## src/rtl/traffic_light_sequencer.sv

```systemverilog
// -----------------------------------------------------------------------------
// traffic_light_sequencer
//
// Turns the registered 2-bit traffic mode (00 night, 01 day, 10 pedestrian,
// 11 emergency) into main/side street lamps and a pedestrian walk lamp.
// A timed FSM with a shared down-counter sequences the phases; every output
// is a flop, loaded from the decode of the next state.
//
// Ports:
//   clk          in   1  system clock, rising edge
//   rst          in   1  synchronous reset, active-high
//   trafficMode  in   2  registered mode (00 night, 01 day, 10 ped, 11 emg)
//   mainLight    out  3  main-street lamps {R,Y,G}
//   sideLight    out  3  side-street lamps {R,Y,G}
//   walk         out  1  pedestrian walk lamp
//   phase        out  4  current FSM state, for debug
//
// Configuration macro:
//   TLS_PED_LATCH_EN  when defined, a pedestrian request is latched on any
//                     cycle with mode 10 and held until WALK is entered (or
//                     rst). When undefined, mode 10 is only honoured if it
//                     is present on the cycle an all-red phase expires.
// -----------------------------------------------------------------------------
module traffic_light_sequencer #(
    parameter int CNT_W        = 8,
    parameter int GREEN_TICKS  = 8,
    parameter int YELLOW_TICKS = 3,
    parameter int ALLRED_TICKS = 2,
    parameter int WALK_TICKS   = 6,
    parameter int FLASH_TICKS  = 4
) (
    input  logic       clk,
    input  logic       rst,
    input  logic [1:0] trafficMode,
    output logic [2:0] mainLight,
    output logic [2:0] sideLight,
    output logic       walk,
    output logic [3:0] phase
);

    typedef enum logic [3:0] {
        MAIN_G = 4'd0,
        MAIN_Y = 4'd1,
        RED_A  = 4'd2,
        SIDE_G = 4'd3,
        SIDE_Y = 4'd4,
        RED_B  = 4'd5,
        WALK   = 4'd6,
        FLASH  = 4'd7,
        EMG    = 4'd8
    } state_t;

    localparam logic [2:0] LAMP_R   = 3'b100;
    localparam logic [2:0] LAMP_Y   = 3'b010;
    localparam logic [2:0] LAMP_G   = 3'b001;

    localparam logic [CNT_W-1:0] CNT_ONE     = CNT_W'(1);
    localparam logic [CNT_W-1:0] GREEN_LOAD  = CNT_W'(GREEN_TICKS - 1);
    localparam logic [CNT_W-1:0] YELLOW_LOAD = CNT_W'(YELLOW_TICKS - 1);
    localparam logic [CNT_W-1:0] ALLRED_LOAD = CNT_W'(ALLRED_TICKS - 1);
    localparam logic [CNT_W-1:0] WALK_LOAD   = CNT_W'(WALK_TICKS - 1);
    localparam logic [CNT_W-1:0] FLASH_LOAD  = CNT_W'(FLASH_TICKS - 1);

    state_t           state;
    state_t           state_next;
    logic [CNT_W-1:0] cnt;
    logic [CNT_W-1:0] cnt_next;
    logic             blink;
    logic             blink_next;
    // Set while RED_B is the clearance that follows WALK: the main street
    // must be served next, whatever the mode says.
    logic             after_walk;
    logic             after_walk_next;

    logic             cnt_zero;
    logic             emg;
    logic             night;
    logic             ped_req;

    logic [2:0]       main_next;
    logic [2:0]       side_next;
    logic             walk_next;

    always_comb begin
        cnt_zero = (cnt == '0);
        emg      = (trafficMode == 2'b11);
        night    = (trafficMode == 2'b00);
    end

`ifdef TLS_PED_LATCH_EN
    logic ped_pending;
    logic ped_pending_next;

    always_comb begin
        ped_req          = (trafficMode == 2'b10) | ped_pending;
        ped_pending_next = ped_pending | (trafficMode == 2'b10);
        // Entering WALK serves the request; clearing wins over a same-cycle set.
        if (state_next == WALK && state != WALK) begin
            ped_pending_next = 1'b0;
        end
    end

    always_ff @(posedge clk) begin
        if (rst) begin
            ped_pending <= 1'b0;
        end else begin
            ped_pending <= ped_pending_next;
        end
    end
`else
    always_comb begin
        ped_req = (trafficMode == 2'b10);
    end
`endif

    // Next-state, counter and blink logic.
    always_comb begin
        state_next      = state;
        cnt_next        = cnt - CNT_ONE;
        blink_next      = 1'b1;
        after_walk_next = 1'b0;

        unique case (state)
            MAIN_G, SIDE_G: begin
                // Emergency cuts a green short into a fresh yellow.
                if (emg || cnt_zero) begin
                    state_next = (state == MAIN_G) ? MAIN_Y : SIDE_Y;
                    cnt_next   = YELLOW_LOAD;
                end
            end

            MAIN_Y, SIDE_Y: begin
                // A running yellow always completes its count.
                if (cnt_zero) begin
                    if (emg) begin
                        state_next = EMG;
                        cnt_next   = '0;
                    end else begin
                        state_next = (state == MAIN_Y) ? RED_A : RED_B;
                        cnt_next   = ALLRED_LOAD;
                    end
                end
            end

            RED_A, RED_B: begin
                if (emg) begin
                    state_next = EMG;
                    cnt_next   = '0;
                end else if (cnt_zero) begin
                    if (state == RED_B && after_walk) begin
                        state_next = MAIN_G;
                        cnt_next   = GREEN_LOAD;
                    end else if (ped_req) begin
                        state_next = WALK;
                        cnt_next   = WALK_LOAD;
                    end else if (night) begin
                        state_next = FLASH;
                        cnt_next   = FLASH_LOAD;
                    end else begin
                        state_next = (state == RED_A) ? SIDE_G : MAIN_G;
                        cnt_next   = GREEN_LOAD;
                    end
                end else begin
                    after_walk_next = after_walk;
                end
            end

            WALK: begin
                if (emg) begin
                    state_next = EMG;
                    cnt_next   = '0;
                end else if (cnt_zero) begin
                    state_next      = RED_B;
                    cnt_next        = ALLRED_LOAD;
                    after_walk_next = 1'b1;
                end
            end

            FLASH: begin
                if (emg) begin
                    state_next = EMG;
                    cnt_next   = '0;
                end else if (!night) begin
                    state_next = RED_A;
                    cnt_next   = ALLRED_LOAD;
                end else if (cnt_zero) begin
                    blink_next = ~blink;
                    cnt_next   = FLASH_LOAD;
                end else begin
                    blink_next = blink;
                end
            end

            EMG: begin
                cnt_next = '0;
                if (!emg) begin
                    state_next = RED_A;
                    cnt_next   = ALLRED_LOAD;
                end
            end

            default: begin
                state_next = RED_A;
                cnt_next   = ALLRED_LOAD;
            end
        endcase
    end

    // Lamp decode of the next state, so the registered lamps line up with phase.
    always_comb begin
        main_next = LAMP_R;
        side_next = LAMP_R;
        walk_next = 1'b0;

        unique case (state_next)
            MAIN_G:  main_next = LAMP_G;
            MAIN_Y:  main_next = LAMP_Y;
            SIDE_G:  side_next = LAMP_G;
            SIDE_Y:  side_next = LAMP_Y;
            WALK:    walk_next = 1'b1;
            FLASH: begin
                main_next = {1'b0, blink_next, 1'b0};
                side_next = {blink_next, 2'b00};
            end
            default: begin
                main_next = LAMP_R;
                side_next = LAMP_R;
            end
        endcase
    end

    always_ff @(posedge clk) begin
        if (rst) begin
            state      <= RED_A;
            cnt        <= ALLRED_LOAD;
            blink      <= 1'b1;
            after_walk <= 1'b0;
            mainLight  <= LAMP_R;
            sideLight  <= LAMP_R;
            walk       <= 1'b0;
        end else begin
            state      <= state_next;
            cnt        <= cnt_next;
            blink      <= blink_next;
            after_walk <= after_walk_next;
            mainLight  <= main_next;
            sideLight  <= side_next;
            walk       <= walk_next;
        end
    end

    always_comb begin
        phase = state;
    end

endmodule

```

## config.mk

```make
export PLATFORM = sky130hd
export DESIGN_NAME = traffic_light_sequencer
export DESIGN_NICKNAME = d
export VERILOG_FILES = /design/src/rtl/traffic_light_sequencer.sv
export SDC_FILE = /design/constraint.sdc
export NUM_CORES = 1
export LEC_CHECK = 0
export ABC_CLOCK_PERIOD_IN_PS = 2700
export CAP_MARGIN = 5
export CELL_PAD_IN_SITES_DETAIL_PLACEMENT = 0
export CELL_PAD_IN_SITES_GLOBAL_PLACEMENT = 1
export CORE_MARGIN = 4
export CORE_UTILIZATION = 31
export DETAILED_ROUTE_END_ITERATION = 10
export PLACE_DENSITY = 0.63
export SYNTH_ARGS = -nofsm -noshare
export SYNTH_HDL_FRONTEND = slang
export SYNTH_SLANG_ARGS = --single-unit
export TNS_END_PERCENT = 5
```

## constraint.sdc

```tcl
create_clock -name clk -period 2.7 [get_ports clk]
set_input_delay 0.405 -clock clk [delete_from_list [all_inputs] [get_ports clk]]
set_output_delay 0.405 -clock clk [all_outputs]
set_load 0.02 [all_outputs]
```

==> impl_table.tex, run 1 <==
\begin{tabular}{lr}
\hline
Metric & Value \\
\hline
\multicolumn{2}{l}{\textbf{Cells and area}} \\
\# nets final & a little over 200 \\
Area added between synthesis and finish & 24.8\% \\
Most used cells in the layout excluding fill and tap cells & dfxtp\_1 (21), nor2\_1 (19), buf\_4 (17) \\
Final instance area & $\sim$1800 µm² \\
Most frequent standard cell in the layout excluding fill and tap cells & dfxtp\_1 \\
Diodes inserted & 0 \\
Layout cells sized above 1 & 0.211 \\
\multicolumn{2}{l}{\textbf{Timing}} \\
Sum Neg Setup Slack & 0 ns \\
Final max-slew violation count & 0 \\
Fin. Hold Viols & 0 \\
Worst clock skew & $\sim$0.004 ns \\
Unrepaired setup endpoints after global routing & false \\
Total of endpoints with negative setup slack in the final report & 0 \\
Post-route minimum period & approximately 2.6 ns \\
Final period util & 0.953 \\
Remaining max-slew budget at the tightest pin & 0.574 \\
Tightest Pin Transition & 0.638 ns \\
Max frequency & just under 400 MHz \\
\multicolumn{2}{l}{\textbf{Clocking}} \\
Clock tree from TritonCTS & done \\
Clock latency of the later-clocked register in the worst-skew pair & around 0.26 ns \\
Number of buffers created by CTS & 3 \\
Clock-pin slew on the worst setup and hold paths & around 0.080 ns \\
H-tree levels & 1 \\
Clk sink count & 21 \\
Clock tree root driver cell & clkbuf\_8 \\
Number of buffers on the longest clock path & 2 \\
\multicolumn{2}{l}{\textbf{Global routing}} \\
Grt total ovfl & 0 \\
Antenna violations before repair & 0 \\
Gr usage total & 0.154 \\
Wire length of the first global-routing pass & between 6 and 7 mm \\
Vias in the first global route & around 1400 \\
Pin count of the biggest net entering global routing & 22 \\
\multicolumn{2}{l}{\textbf{Place}} \\
Cell area after placement & 1690 µm² \\
Final RePlAce weighted congestion & between 0.9 and 1 \\
Number of buffer cells added on primary ports & 14 \\
HPWL after detailed placement & roughly 3.2 mm \\
\multicolumn{2}{l}{\textbf{Power and ir drop}} \\
Clock Power Share & 0.091 \\
Static leakage & approximately 0.64 nW \\
Power Internal & around 1.2 mW \\
Sequential group share of total power & 0.245 \\
Sw Ratio & 0.466 \\
Part of the power in combinational logic & 0.664 \\
Max rail drop VDD & around 0.50 mV \\
Net switching power & 1.05 mW \\
Pwr/cell area & 1290 nW/µm² \\
\multicolumn{2}{l}{\textbf{Critical path}} \\
Cell with the biggest individual delay on the critical path & or4b\_4 \\
Kind of critical path & register to register \\
Critical path required time & approximately 2.9 ns \\
Arrival time at the worst endpoint & approximately 2.7 ns \\
Cells on worst reg2reg path & 8 \\
Ordered cell list for the critical path & inv\_1, ha\_1, or4b\_4, nor3\_2, o32ai\_1, or2\_0, or4b\_1, a31o\_1 \\
Kind of launch point of the worst setup path & register \\
Delay of the slowest critical-path stage & roughly 0.54 ns \\
Register-to-Register Setup Slack & approximately 0.13 ns \\
Critical path endpoint category & register \\
Worst Path Max Fanout & 5 \\
\multicolumn{2}{l}{\textbf{Status}} \\
Result of the run & complete, no violations \\
\multicolumn{2}{l}{\textbf{Logic synthesis}} \\
Total nets after synthesis & approximately 180 \\
Share of synthesized area spent on multiplexers & 0.00801 \\
Yosys Warn Count & 0 \\
Synth area leaders & dfxtp\_1 (30\%), nor2\_1 (5.1\%), xnor2\_1 (3.7\%), a21oi\_1 (3.6\%), nand2\_1 (3.2\%) \\
Flip-flop and latch count after synthesis & 21 \\
Portion of the post-synthesis area used by sequential elements & 0.299 \\
Cell area after synthesis & 1410 µm² \\
Synth async-reset ratio & 0 \\
Dominant combinational cell family by area after synthesis & simple AND/OR/NAND/NOR gates \\
Number of distinct library cells after synthesis & between 60 and 70 \\
Number of enable-type register cells in the synthesized netlist & 0 \\
Largest area contributor in the netlist & dfxtp\_1 \\
Synthesized-area fraction occupied by adder cells & 0.0160 \\
Simple logic cell fraction of the synthesized area & 0.331 \\
Number of instances in the synthesized netlist & roughly 170 \\
Top FF cell, synth & dfxtp\_1 \\
Share of the synthesized area in compound gates (AO/OA/AOI/OAI) & 0.257 \\
Post-synthesis share of cell area spent on xor and xnor gates & 0.0374 \\
Fraction of post-synthesis cell area in the top cell type by area & 0.299 \\
Average cell area after synthesis & slightly above 8 µm² \\
\multicolumn{2}{l}{\textbf{Route}} \\
Count of unresolved DRC violations after routing & 0 \\
Number of nets with antenna violations after detailed routing & 0 \\
DRT iter0 DRCs & 44 \\
Wirelength per Cell & approximately 16 µm \\
Routed wire length & around 4.1 mm \\
Total vias in the final route & roughly 1500 \\
First-pass detailed-route iteration total & 4 \\
Mean number of vias per cell & around 5.8 \\
Metal1 wirelength & between 1.5 and 2 mm \\
Max Used Layer & met4 \\
Met2 wire length & approximately 2.0 mm \\
Met3 WL post-DR & between 200 and 250 µm \\
\multicolumn{2}{l}{\textbf{Die}} \\
Die Span Y & 75.3 µm \\
I/O pin count & 15 \\
Die area & about 5700 µm² \\
Cell Rows & 24 \\
Chip width & roughly 75 µm \\
Core Area & about 4400 µm² \\
Starting utilization of the core area & 0.320 \\
\multicolumn{2}{l}{\textbf{Flow run}} \\
Max-Cap Viols & 0 \\
\multicolumn{2}{l}{\textbf{Hold path}} \\
Worst Hold Path Cells & 2 \\
Hold Path Class & register to register \\
\hline
\end{tabular}
cell families (layout without fill, tap and decap cells):
family          Yosys count  after routing
fa+ha+maj                 2              2
compound gates           47             47
simple gates             80             80
xor+xnor                  6              6
mux                       1              1
buf+inv                  16             42
flops                    21             21
repair_timing:
item                                   CTS  global route
setup buffers                            0             0
gates resized for setup                  0             2
setup endpoints to repair                0             3
hold buffers                             0             0
endpoints found under the hold margin    0             0
power groups by stage:
| stage | clock, mW | sequential [mW] | combinational (mW) |
|---|---|---|---|
| after floorplan | 0 | 0.557 | 0.975 |
| after global placement | 0 | 0.556 | 1.46 |
| after detailed placement | 0 | 0.560 | 1.46 |
| after CTS | 0.219 | 0.555 | 1.47 |
| after global routing | 0.231 | 0.573 | 1.64 |
| final | 0.206 | 0.553 | 1.50 |
stage by stage:
step                utilization  hold WS (ns)  std cells  power [mW]  setup slack (ns)
finish                    0.400         0.542        251        2.26             0.126
global placement          0.386         0.525        247        2.01            0.0675
global route              0.400         0.603        251        2.44            0.0262
floorplan                     -         0.491        173        1.53             0.340
CTS                       0.397         0.545        251        2.24            0.0807
detailed placement        0.386         0.535        247        2.02            0.0868
synthesized netlist by cell type (3+ instances only):
| library cell | instances |
|---|---|
| dfxtp_1 | 21 |
| nor2_1 | 19 |
| nand2_1 | 12 |
| a21oi_1 | 10 |
| inv_1 | 7 |
| nand3_1 | 7 |
| o21ai_0 | 6 |
| xnor2_1 | 6 |
| a31oi_1 | 5 |
| nor3_1 | 5 |
| clkbuf_1 | 4 |
| nor4_1 | 4 |
| or2_2 | 4 |
| buf_2 | 3 |
| nand2b_1 | 3 |
| o221a_2 | 3 |
worst max-delay path: cells and delay by family, from the launching register on:
family	cells	cell delay [ns]
fa+ha+maj	1	0.22
flops	1	0.33
buf+inv	1	0.08
simple gates	4	1.53
compound gates	2	0.31
flip-flops by register name, indices dropped and copies added, names as in the netlist:
register	cells
mainLight	3
sideLight	3
walk	1
cnt	8
after_walk	1
phase	4
blink	1
final cells by class:
type	count	area, µm²
clock inverter	1	7.51
clock buffer	3	41.3
tap	52	65.1
sequential	21	420
fill	439	2630
multi-input combinational	136	925
inverter	7	26.3
timing repair buffer	31	268
path summary, 6_finish.rpt:
check,start,endpoint
max reg2reg,cnt[0]$_SDFF_PP1_,sideLight[2]$_SDFF_PP1_
min reg2reg,cnt[4]$_SDFF_PP0_,cnt[4]$_SDFF_PP0_
max,cnt[0]$_SDFF_PP1_,sideLight[2]$_SDFF_PP1_
min,cnt[4]$_SDFF_PP0_,cnt[4]$_SDFF_PP0_
per-layer routing:
layer | global-route usage | vias up
met2 | 0.250 | 55
met5 | 0 | -
met3 | 0.0343 | 10
met4 | 0.0485 | 0
met1 | 0.204 | 697
li1 | - | 695
(Power assumes the default switching activity.)
==> inputs of run 2 (changes only) <==
--- a/config.mk
+++ b/config.mk
@@ -5,7 +5,7 @@
 export SDC_FILE = /design/constraint.sdc
 export NUM_CORES = 1
 export LEC_CHECK = 0
-export ABC_CLOCK_PERIOD_IN_PS = 2700
+export ABC_CLOCK_PERIOD_IN_PS = 3000
 export CAP_MARGIN = 5
 export CELL_PAD_IN_SITES_DETAIL_PLACEMENT = 0
 export CELL_PAD_IN_SITES_GLOBAL_PLACEMENT = 1
==> constraint.sdc (replaced) <==
create_clock -name clk -period 3 [get_ports clk]
set_input_delay 0.45 -clock clk [delete_from_list [all_inputs] [get_ports clk]]
set_output_delay 0.45 -clock clk [all_outputs]
set_load 0.02 [all_outputs]
==> run 2 against run 1 <==
Effect of this change: die area did not move; register-to-register slack improved by 0.27 ns; design area fell by 5.1%; sequential share of layout area rose by 1.3 points; utilization fell by 2.0 points; worst setup slack improved by 0.27 ns; critical path depth did not move; global-route usage fell by 0.74 points; non-clock buffer count fell by 10; total power fell by 15%; critical path type unchanged; largest power group unchanged.
==> impl_table.tex, run 2 (synthesis results as in run 1) <==
\begin{tabular}{lr}
\hline
Metric & Value \\
\hline
\multicolumn{2}{l}{\textbf{Die}} \\
Starting utilization of the core area & 0.320 \\
Die area & 5670 µm² \\
I/O pin count & 15 \\
Die Span Y & 75.3 µm \\
Chip width & around 75 µm \\
Core Area & 4380 µm² \\
Cell Rows & 24 \\
\multicolumn{2}{l}{\textbf{Timing}} \\
Tightest Pin Transition & 0.707 ns \\
Max frequency & 384 MHz \\
Worst clock skew & between 0.0015 and 0.002 ns \\
Fin. Hold Viols & 0 \\
Total of endpoints with negative setup slack in the final report & 0 \\
Final period util & 0.868 \\
Post-route minimum period & 2.60 ns \\
Remaining max-slew budget at the tightest pin & 0.528 \\
Worst hold slack after final layout & between 0.5 and 0.6 ns \\
Final max-slew violation count & 0 \\
Unrepaired setup endpoints after global routing & false \\
Sum Neg Setup Slack & 0 ns \\
\multicolumn{2}{l}{\textbf{Clocking}} \\
Clock tree root driver cell & clkbuf\_8 \\
CTS Hold Buffers Added & 0 \\
Clk sink count & 21 \\
Clock-pin slew on the worst setup and hold paths & 0.07 ns \\
Number of buffers created by CTS & 3 \\
H-tree levels & 1 \\
CTS-repair resized insts & 0 \\
Post-CTS setup buffers & 0 \\
Clock tree from TritonCTS & done \\
Clock latency of the later-clocked register in the worst-skew pair & between 0.2 and 0.3 ns \\
Number of buffers on the longest clock path & 2 \\
\multicolumn{2}{l}{\textbf{Global routing}} \\
Gr usage total & 0.147 \\
Pin count of the biggest net entering global routing & 23 \\
Grt total ovfl & 0 \\
Vias in the first global route & between 1000 and 1500 \\
Wire length of the first global-routing pass & roughly 6.4 mm \\
Antenna violations before repair & 0 \\
\multicolumn{2}{l}{\textbf{Route}} \\
Number of nets with antenna violations after detailed routing & 0 \\
DRT iter0 DRCs & between 60 and 70 \\
Metal1 wirelength & 1.80 mm \\
Max Used Layer & met4 \\
Met3 WL post-DR & 161 µm \\
Routed wire length & around 3.9 mm \\
First-pass detailed-route iteration total & 4 \\
Count of unresolved DRC violations after routing & 0 \\
Wirelength per Cell & 16.3 µm \\
Total vias in the final route & around 1400 \\
Mean number of vias per cell & roughly 5.7 \\
Met2 wire length & approximately 1.9 mm \\
\multicolumn{2}{l}{\textbf{Cells and area}} \\
Max reg flops & 8 \\
Area added between synthesis and finish & 18.4\% \\
Layout cells sized above 1 & 0.164 \\
\# nets final & roughly 200 \\
Top register by number of flip-flops & cnt \\
Most used cells in the layout excluding fill and tap cells & dfxtp\_1 (21), nor2\_1 (19), clkdlybuf4s50\_1 (14) \\
Most frequent standard cell in the layout excluding fill and tap cells & dfxtp\_1 \\
Diodes inserted & 0 \\
\multicolumn{2}{l}{\textbf{Power and ir drop}} \\
Static leakage & about 0.6 nW \\
Max rail drop VDD & 0.451 mV \\
Pwr/cell area & 1160 nW/µm² \\
\multicolumn{2}{l}{\textbf{Critical path}} \\
Number of buffer and inverter instances along the worst setup path & 1 \\
Worst Path Max Fanout & 7 \\
Kind of critical path & register to register \\
Ordered cell list for the critical path & inv\_1, ha\_1, or4b\_4, nor2\_2, o221a\_2, a2111oi\_4, or4b\_1, a31o\_1 \\
Kind of launch point of the worst setup path & register \\
Critical path endpoint category & register \\
Delay of the slowest critical-path stage & approximately 0.54 ns \\
Cell family contributing the most delay on the critical path & simple AND/OR/NAND/NOR gates \\
Critical path required time & $\sim$3.2 ns \\
Cell with the biggest individual delay on the critical path & or4b\_4 \\
Arrival time at the worst endpoint & roughly 2.8 ns \\
\multicolumn{2}{l}{\textbf{Flow run}} \\
Max-Cap Viols & 0 \\
\multicolumn{2}{l}{\textbf{Status}} \\
Result of the run & complete, no violations \\
\multicolumn{2}{l}{\textbf{Hold path}} \\
Hold Path Class & register to register \\
\multicolumn{2}{l}{\textbf{Place}} \\
Number of buffer cells added on primary ports & 14 \\
Final RePlAce weighted congestion & 0.900 \\
HPWL after detailed placement & 3.01 mm \\
\hline
\end{tabular}
run 2: worst paths after layout:
path,slack [ns],cells past startpoint,endpoint,start
worst min-delay path,0.55,2,cnt[3]$_SDFF_PP0_,cnt[3]$_SDFF_PP0_
worst min register to register,0.55,2,cnt[3]$_SDFF_PP0_,cnt[3]$_SDFF_PP0_
worst max register to register,0.40,8,sideLight[2]$_SDFF_PP1_,cnt[0]$_SDFF_PP1_
worst max-delay path,0.40,8,sideLight[2]$_SDFF_PP1_,cnt[0]$_SDFF_PP1_
run 2: report_power, final:
group,leakage (nW),internal [mW],total (mW),switching (mW)
Clock,0.0255,0.0924,0.181,0.0889
Combinational,0.395,0.549,1.22,0.669
Sequential,0.172,0.372,0.525,0.153
Total,0.592,1.01,1.92,0.911
run 2: routing by layer:
| metal | global-route usage | vias to the layer above |
|---|---|---|
| li1 | - | 674 |
| met1 | 0.186 | 660 |
| met2 | 0.248 | 37 |
| met3 | 0.0356 | 6 |
| met4 | 0.0408 | 0 |
| met5 | 0 | - |
run 2: through the flow:
stage / setup slack, ns / cell area (µm²) / power (mW) / util / instances
2_1_floorplan: 0.640 / 1410 / 1.38 / - / 173
3_3_place_gp: 0.232 / 1620 / 1.74 / 0.369 / 237
3_5_place_dp: 0.186 / 1620 / 1.74 / 0.369 / 237
4_1_cts: 0.389 / 1660 / 1.94 / 0.380 / 241
5_1_grt: 0.221 / 1660 / 2.08 / 0.380 / 241
6_report: 0.396 / 1660 / 1.92 / 0.380 / 241
run 2: layout make-up:
cell class / count / area, µm²
Clock buffer: 3 / 41.3
Clock inverter: 1 / 5.00
Fill cell: 458 / 2720
Inverter: 7 / 26.3
Multi-Input combinational cell: 136 / 913
Sequential cell: 21 / 420
Tap cell: 52 / 65.1
Timing Repair Buffer: 21 / 193
run 2: worst reg2reg max path: stages (launching register included):
cell       delay, ns
dfxtp_1         0.34
inv_1           0.08
ha_1            0.23
or4b_4          0.54
nor2_2          0.28
o221a_2         0.27
a2111oi_4       0.07
or4b_1          0.48
a31o_1          0.22
==> inputs of run 3 (changes only) <==
--- a/config.mk
+++ b/config.mk
@@ -5,7 +5,7 @@
 export SDC_FILE = /design/constraint.sdc
 export NUM_CORES = 1
 export LEC_CHECK = 0
-export ABC_CLOCK_PERIOD_IN_PS = 3000
+export ABC_CLOCK_PERIOD_IN_PS = 2760
 export CAP_MARGIN = 5
 export CELL_PAD_IN_SITES_DETAIL_PLACEMENT = 0
 export CELL_PAD_IN_SITES_GLOBAL_PLACEMENT = 1
==> constraint.sdc (replaced) <==
create_clock -name clk -period 2.76 [get_ports clk]
set_input_delay 0.414 -clock clk [delete_from_list [all_inputs] [get_ports clk]]
set_output_delay 0.414 -clock clk [all_outputs]
set_load 0.02 [all_outputs]
==> run 3 against run 2 <==
Effect of this change: utilization grew 0.80 points; critical endpoint unchanged; first-iteration DRC count shrank 7.8%; highest routed layer unchanged; routed wire length shrank 1.6%; largest power group unchanged; critical path depth grew 2.
==> impl_table.tex, run 3 (synthesis results as in run 1) <==
\begin{tabular}{lr}
\hline
Metric & Value \\
\hline
\multicolumn{2}{l}{\textbf{Global routing}} \\
Vias in the first global route & 1351 \\
Met3 demand-to-capacity share in global routing & 0.0475 \\
Met2 Use GR & 0.239 \\
Gr usage total & 0.151 \\
Grt peak-use layer & met2 \\
Global-route track usage on met1 & 0.198 \\
Pin count of the biggest net entering global routing & 23 \\
Wire length of the first global-routing pass & 6.59 mm \\
Antenna violations before repair & 0 \\
Grt total ovfl & 0 \\
\multicolumn{2}{l}{\textbf{Clocking}} \\
H-tree levels & 1 \\
Clk sink count & 21 \\
Post-CTS setup buffers & 0 \\
Clock latency of the later-clocked register in the worst-skew pair & approximately 0.26 ns \\
Clock-pin slew on the worst setup and hold paths & 0.07 ns \\
Clock tree root driver cell & clkbuf\_8 \\
Number of buffers created by CTS & 3 \\
Clock tree from TritonCTS & done \\
Number of buffers on the longest clock path & 2 \\
\multicolumn{2}{l}{\textbf{Critical path}} \\
Terminus of the critical flop-to-flop path & sideLight[2]\$\_SDFF\_PP1\_ \\
Worst Path Max Fanout & 6 \\
Critical path endpoint category & register \\
Kind of critical path & register to register \\
Startpoint of the most critical setup path & cnt[0]\$\_SDFF\_PP1\_ \\
Arrival time at the worst endpoint & between 2 and 3 ns \\
Cells on worst reg2reg path & 10 \\
Reg-to-reg startpoint & cnt[0]\$\_SDFF\_PP1\_ \\
Register-to-Register Setup Slack & $\sim$0.17 ns \\
CP Capture Point & sideLight[2]\$\_SDFF\_PP1\_ \\
Critical path required time & approximately 3 ns \\
Kind of launch point of the worst setup path & register \\
\multicolumn{2}{l}{\textbf{Route}} \\
First-pass detailed-route iteration total & 4 \\
Total vias in the final route & 1400 \\
Wirelength per Cell & roughly 16 µm \\
Count of unresolved DRC violations after routing & 0 \\
Routed wire length & just under 4 mm \\
DRT iter0 DRCs & 59 \\
Mean number of vias per cell & about 5.7 \\
Number of nets with antenna violations after detailed routing & 0 \\
\multicolumn{2}{l}{\textbf{Place}} \\
Final RePlAce weighted congestion & $\sim$0.92 \\
Dpl ws & $\sim$0.11 ns \\
Cell area after placement & 1650 µm² \\
HPWL after detailed placement & approximately 3 mm \\
Number of buffer cells added on primary ports & 14 \\
Post-placement cell count & 241 \\
\multicolumn{2}{l}{\textbf{Die}} \\
I/O pin count & 15 \\
Die Span Y & $\sim$75 µm \\
Starting utilization of the core area & 0.320 \\
Cell Rows & 24 \\
Die area & about 5700 µm² \\
Core Area & $\sim$4400 µm² \\
Chip width & 75.3 µm \\
\multicolumn{2}{l}{\textbf{Cells and area}} \\
Share of the core filled with cells & 0.388 \\
Top register by number of flip-flops & cnt \\
Final Non-Filler Cells & $\sim$250 \\
Area added between synthesis and finish & 20.9\% \\
Most used cells in the layout excluding fill and tap cells & dfxtp\_1 (21), nor2\_1 (19), clkdlybuf4s50\_1 (14) \\
Diodes inserted & 0 \\
Layout cells sized above 1 & 0.181 \\
\# nets final & slightly below 200 \\
Most frequent standard cell in the layout excluding fill and tap cells & dfxtp\_1 \\
Final instance area & between 1500 and 2000 µm² \\
Max reg flops & 8 \\
\multicolumn{2}{l}{\textbf{Power and ir drop}} \\
Sw Ratio & 0.468 \\
Pwr/cell area & about 1200 nW/µm² \\
Power Internal & roughly 1.1 mW \\
Net switching power & 989 µW \\
Sequential group share of total power & 0.269 \\
Static leakage & around 0.6 nW \\
Max rail drop VDD & between 0.5 and 0.6 mV \\
Part of the power in combinational logic & 0.638 \\
Clock Power Share & 0.093 \\
\multicolumn{2}{l}{\textbf{Timing}} \\
Total of endpoints with negative setup slack in the final report & 0 \\
Final max-slew violation count & 0 \\
Remaining max-slew budget at the tightest pin & 0.533 \\
Unrepaired setup endpoints after global routing & false \\
Max frequency & just under 400 MHz \\
Post-route minimum period & 2.59 ns \\
Worst clock skew & around 0.0035 ns \\
Min setup slack post-route & $\sim$0.17 ns \\
Final period util & 0.940 \\
Sum Neg Setup Slack & 0 ns \\
Fin. Hold Viols & 0 \\
Tightest Pin Transition & about 0.70 ns \\
\multicolumn{2}{l}{\textbf{Flow run}} \\
Max-Cap Viols & 0 \\
\multicolumn{2}{l}{\textbf{Status}} \\
Result of the run & complete, no violations \\
\multicolumn{2}{l}{\textbf{Hold path}} \\
Hold Path Class & register to register \\
\hline
\end{tabular}
[run 3: final cells by class]
class,instances,area [µm²]
Clock buffer,3,41.3
Clock inverter,1,5.00
Inverter,7,26.3
Sequential cell,21,420
Multi-Input combinational cell,136,918
Tap cell,52,65.1
Fill cell,450,2690
Timing Repair Buffer,25,223
[run 3: timing repair]
| action | CTS | global route |
|---|---|---|
| endpoints found under the setup margin | 0 | 2 |
| endpoints found under the hold margin | 0 | 0 |
| hold buffers | 0 | 0 |
| resized for setup | 0 | 1 |
[run 3: stage by stage]
step	hold slack [ns]	total power, mW
5_1_grt	0.595	2.30
4_1_cts	0.564	2.11
6_report	0.556	2.11
2_1_floorplan	0.500	1.50
3_5_place_dp	0.551	1.90
3_3_place_gp	0.526	1.91
[run 3: how the worst min path moves through the flow]
stage / slack (ns) / end / from / cells after the start
floorplan: 0.50 / mainLight[2]$_SDFF_PP1_ / rst / 1
global placement: 0.53 / cnt[4]$_SDFF_PP0_ / cnt[4]$_SDFF_PP0_ / 2
detailed placement: 0.55 / cnt[4]$_SDFF_PP0_ / cnt[4]$_SDFF_PP0_ / 2
CTS: 0.56 / cnt[4]$_SDFF_PP0_ / cnt[4]$_SDFF_PP0_ / 2
global route: 0.59 / cnt[0]$_SDFF_PP1_ / cnt[0]$_SDFF_PP1_ / 1
finish: 0.56 / cnt[4]$_SDFF_PP0_ / cnt[4]$_SDFF_PP0_ / 2
[run 3: critical path: stages (launching register included)]
cell and delay, ns:
dfxtp_1 0.33, inv_1 0.08, ha_1 0.23, or4b_4 0.54
nor2_4 0.20, o32ai_1 0.11, buf_4 0.15, a2111oi_4 0.35
buf_4 0.19, nand3_1 0.08, a31o_1 0.21
[run 3: power groups by stage]
stage | clock (mW) | sequential (mW) | combinational, mW
after floorplan | 0 | 0.545 | 0.954
after CTS | 0.207 | 0.566 | 1.34
final | 0.197 | 0.569 | 1.35
after global placement | 0 | 0.572 | 1.33
after global routing | 0.219 | 0.591 | 1.49
after detailed placement | 0 | 0.570 | 1.33
[run 3: routing by layer]
metal  routed length (µm)  vias up  share of wire
met1                 1760      654           0.46
li1                     -      687              -
met2                 1800       51           0.46
met5                    0        -              0
met4                   70        0          0.018
met3                  234        8          0.061
==> edit, RTL diff (settings of run 3) <==
Register the output `sideLight` once more, cleared by the reset; this adds one clock of latency there. The other outputs are not delayed to match.
--- a/src/rtl/traffic_light_sequencer.sv
+++ b/src/rtl/traffic_light_sequencer.sv
@@ -61,6 +61,8 @@
     localparam logic [CNT_W-1:0] WALK_LOAD   = CNT_W'(WALK_TICKS - 1);
     localparam logic [CNT_W-1:0] FLASH_LOAD  = CNT_W'(FLASH_TICKS - 1);
 
+    logic [2:0] sideLight_s0;
+
     state_t           state;
     state_t           state_next;
     logic [CNT_W-1:0] cnt;
@@ -236,7 +238,7 @@
             blink      <= 1'b1;
             after_walk <= 1'b0;
             mainLight  <= LAMP_R;
-            sideLight  <= LAMP_R;
+            sideLight_s0 <= LAMP_R;
             walk       <= 1'b0;
         end else begin
             state      <= state_next;
@@ -244,7 +246,7 @@
             blink      <= blink_next;
             after_walk <= after_walk_next;
             mainLight  <= main_next;
-            sideLight  <= side_next;
+            sideLight_s0 <= side_next;
             walk       <= walk_next;
         end
     end
@@ -253,5 +255,13 @@
         phase = state;
     end
 
+    always_ff @(posedge clk) begin
+        if (rst) begin
+            sideLight <= '0;
+        end else begin
+            sideLight <= sideLight_s0;
+        end
+    end
+
 endmodule
 
Behaviour: not the same (a bounded check fails within 4 cycles, from zero or initial values and one cycle with rst high).
==> edit against run 3 <==
Clock skew up 0.0042 ns; design area up 12%; critical endpoint is now mainLight[1]; utilization up 1.6 points; worst setup slack worse by 0.0034 ns; final cell count up 17%; first-iteration DRC count up 68%; area after synthesis up 8.3%; sequential cell count up 3; synthesized cell count up 13%; routed wire length up 15%; total power up 14%.
==> edit: results (changes against run 3) <==
status: "completed"  # unchanged
worstMarginPinSlew_ns: 0.5352  # was 0.6993 ns
nets: 225  # was 199
dp.cells: 282  # was 241
ir_worst_vdd_v: 0.0005622  # was 0.0005119 V
gp_congestion: 0.9259  # was 0.9239
grt_pass1_wl_um: 7458  # was 6589 um
arrival_ns: 2.80  # was 2.75 ns
grt_max_degree: 26  # was 23
path_clk_slew_ns: 0.09  # was 0.07 ns
wire_per_inst_um: 15.51  # was 15.77 um
hpwl_um: 3379  # was 2941 um
wl_met3_um: 220  # was 234 um
wl_met2_um: 2028  # was 1796 um
cp_max_fo: 7  # was 6
fill_cells: 492  # was 450
ys_top_cells_by_area: "dfxtp_1 (32%), nor2_1 (5.9%), nand2_1 (5.2%), a21oi_1 (4.9%), o21ai_0 (3.3%)"  # was dfxtp_1 (30%), nor2_1 (5.1%), xnor2_1 (3.7%), a21oi_1 (3.6%), nand2_1 (3.2%)
drt-vias-per-instance: 5.423  # was 5.714
synth_area_um2: 1521  # was 1405 um^2
seq_area_frac_synth_pct: 31.58  # was 29.92%
yosysUniqueCellTypes: 53  # was 61
track_usage_pct: 15.16  # was 15.12%
crit_path_end: "mainLight[1]"  # was sideLight[2]
drt-total-wl_um: 4436  # was 3863 um
synth_nets: 200  # was 178
avgSynthCellArea_um2: 7.802  # was 8.122 um^2
[edit: cell types whose count changed in the layout (fill, tap and decap cells not counted), moves of 3 or more]
cell and delta:
inv_1 -3, dfxtp_1 +3, xor2_1 +3, a21oi_1 +5, nand2_1 +9, o21ai_0 +4
or2_2 -4, nor2_1 +5, buf_4 +8
[edit: final cells by class]
cell class | instances | share of cell area, %
timing repair buffer | 33 | 14.85
multi-input combinational | 153 | 50.79
sequential | 24 | 25.23
clock inverter | 1 | 1.577
tap | 67 | 4.402
inverter | 5 | 0.9855
clock buffer | 3 | 2.168
[edit: report_power, final]
part | total (mW) | switching [mW] | internal, mW
Combinational | 1.58 | 0.927 | 0.652
Clock | 0.308 | 0.114 | 0.194
Sequential | 0.531 | 0.0769 | 0.454
Total | 2.42 | 1.12 | 1.30
[edit: timing repair]
item	4_1_cts	5_1_grt
setup endpoints to repair	0	7
endpoints found under the hold margin	0	0
gates resized for setup	0	1
hold buffers	0	0
[edit: cells by family after synthesis]
family | synth area share [%]
buffers and inverters | 5.098
AOI/OAI and AO/OA | 26.15
adders and majority gates | 0.8222
muxes | 1.316
DFF | 31.58
xor gates and xnor gates | 4.030
and+or+nand+nor | 31.00
[edit: how the worst min path moves through the flow]
stage | slack [ns] | endpoint | from | cells past startpoint
2_1_floorplan | 0.41 | sideLight[0] | sideLight_s0[0] | 1
3_3_place_gp | 0.42 | sideLight[1] | sideLight_s0[1] | 1
3_5_place_dp | 0.43 | sideLight[2] | sideLight_s0[2] | 1
4_1_cts | 0.45 | sideLight[2] | sideLight_s0[2] | 1
5_1_grt | 0.46 | sideLight[2] | sideLight_s0[2] | 1
6_report | 0.45 | sideLight[2] | sideLight_s0[2] | 1
[edit: worst register-to-register path: stages, from the launching register on]
cell and delay [ns]:
dfxtp_1 0.32, inv_1 0.10, ha_1 0.23, or4b_4 0.58
nor4_1 0.46, a41o_1 0.17, a211oi_2 0.07, or4b_1 0.48
a21oi_1 0.13
[edit: layer usage]
layer  up-vias  GRT usage (%)
li1        761              -
met1       732          20.44
met2        46          24.57
met3        12          2.982
met4         0          4.371
met5         -              0
[edit: stage by stage]
step,hold slack [ns],worst slack (ns),area (um^2)
4_1_cts,0.4476,0.007049,1901
2_1_floorplan,0.4138,0.3642,1521
6_report,0.4462,0.1634,1904
3_5_place_dp,0.4262,0.03278,1829
5_1_grt,0.4639,0.04170,1904
3_3_place_gp,0.4207,0.08463,1829
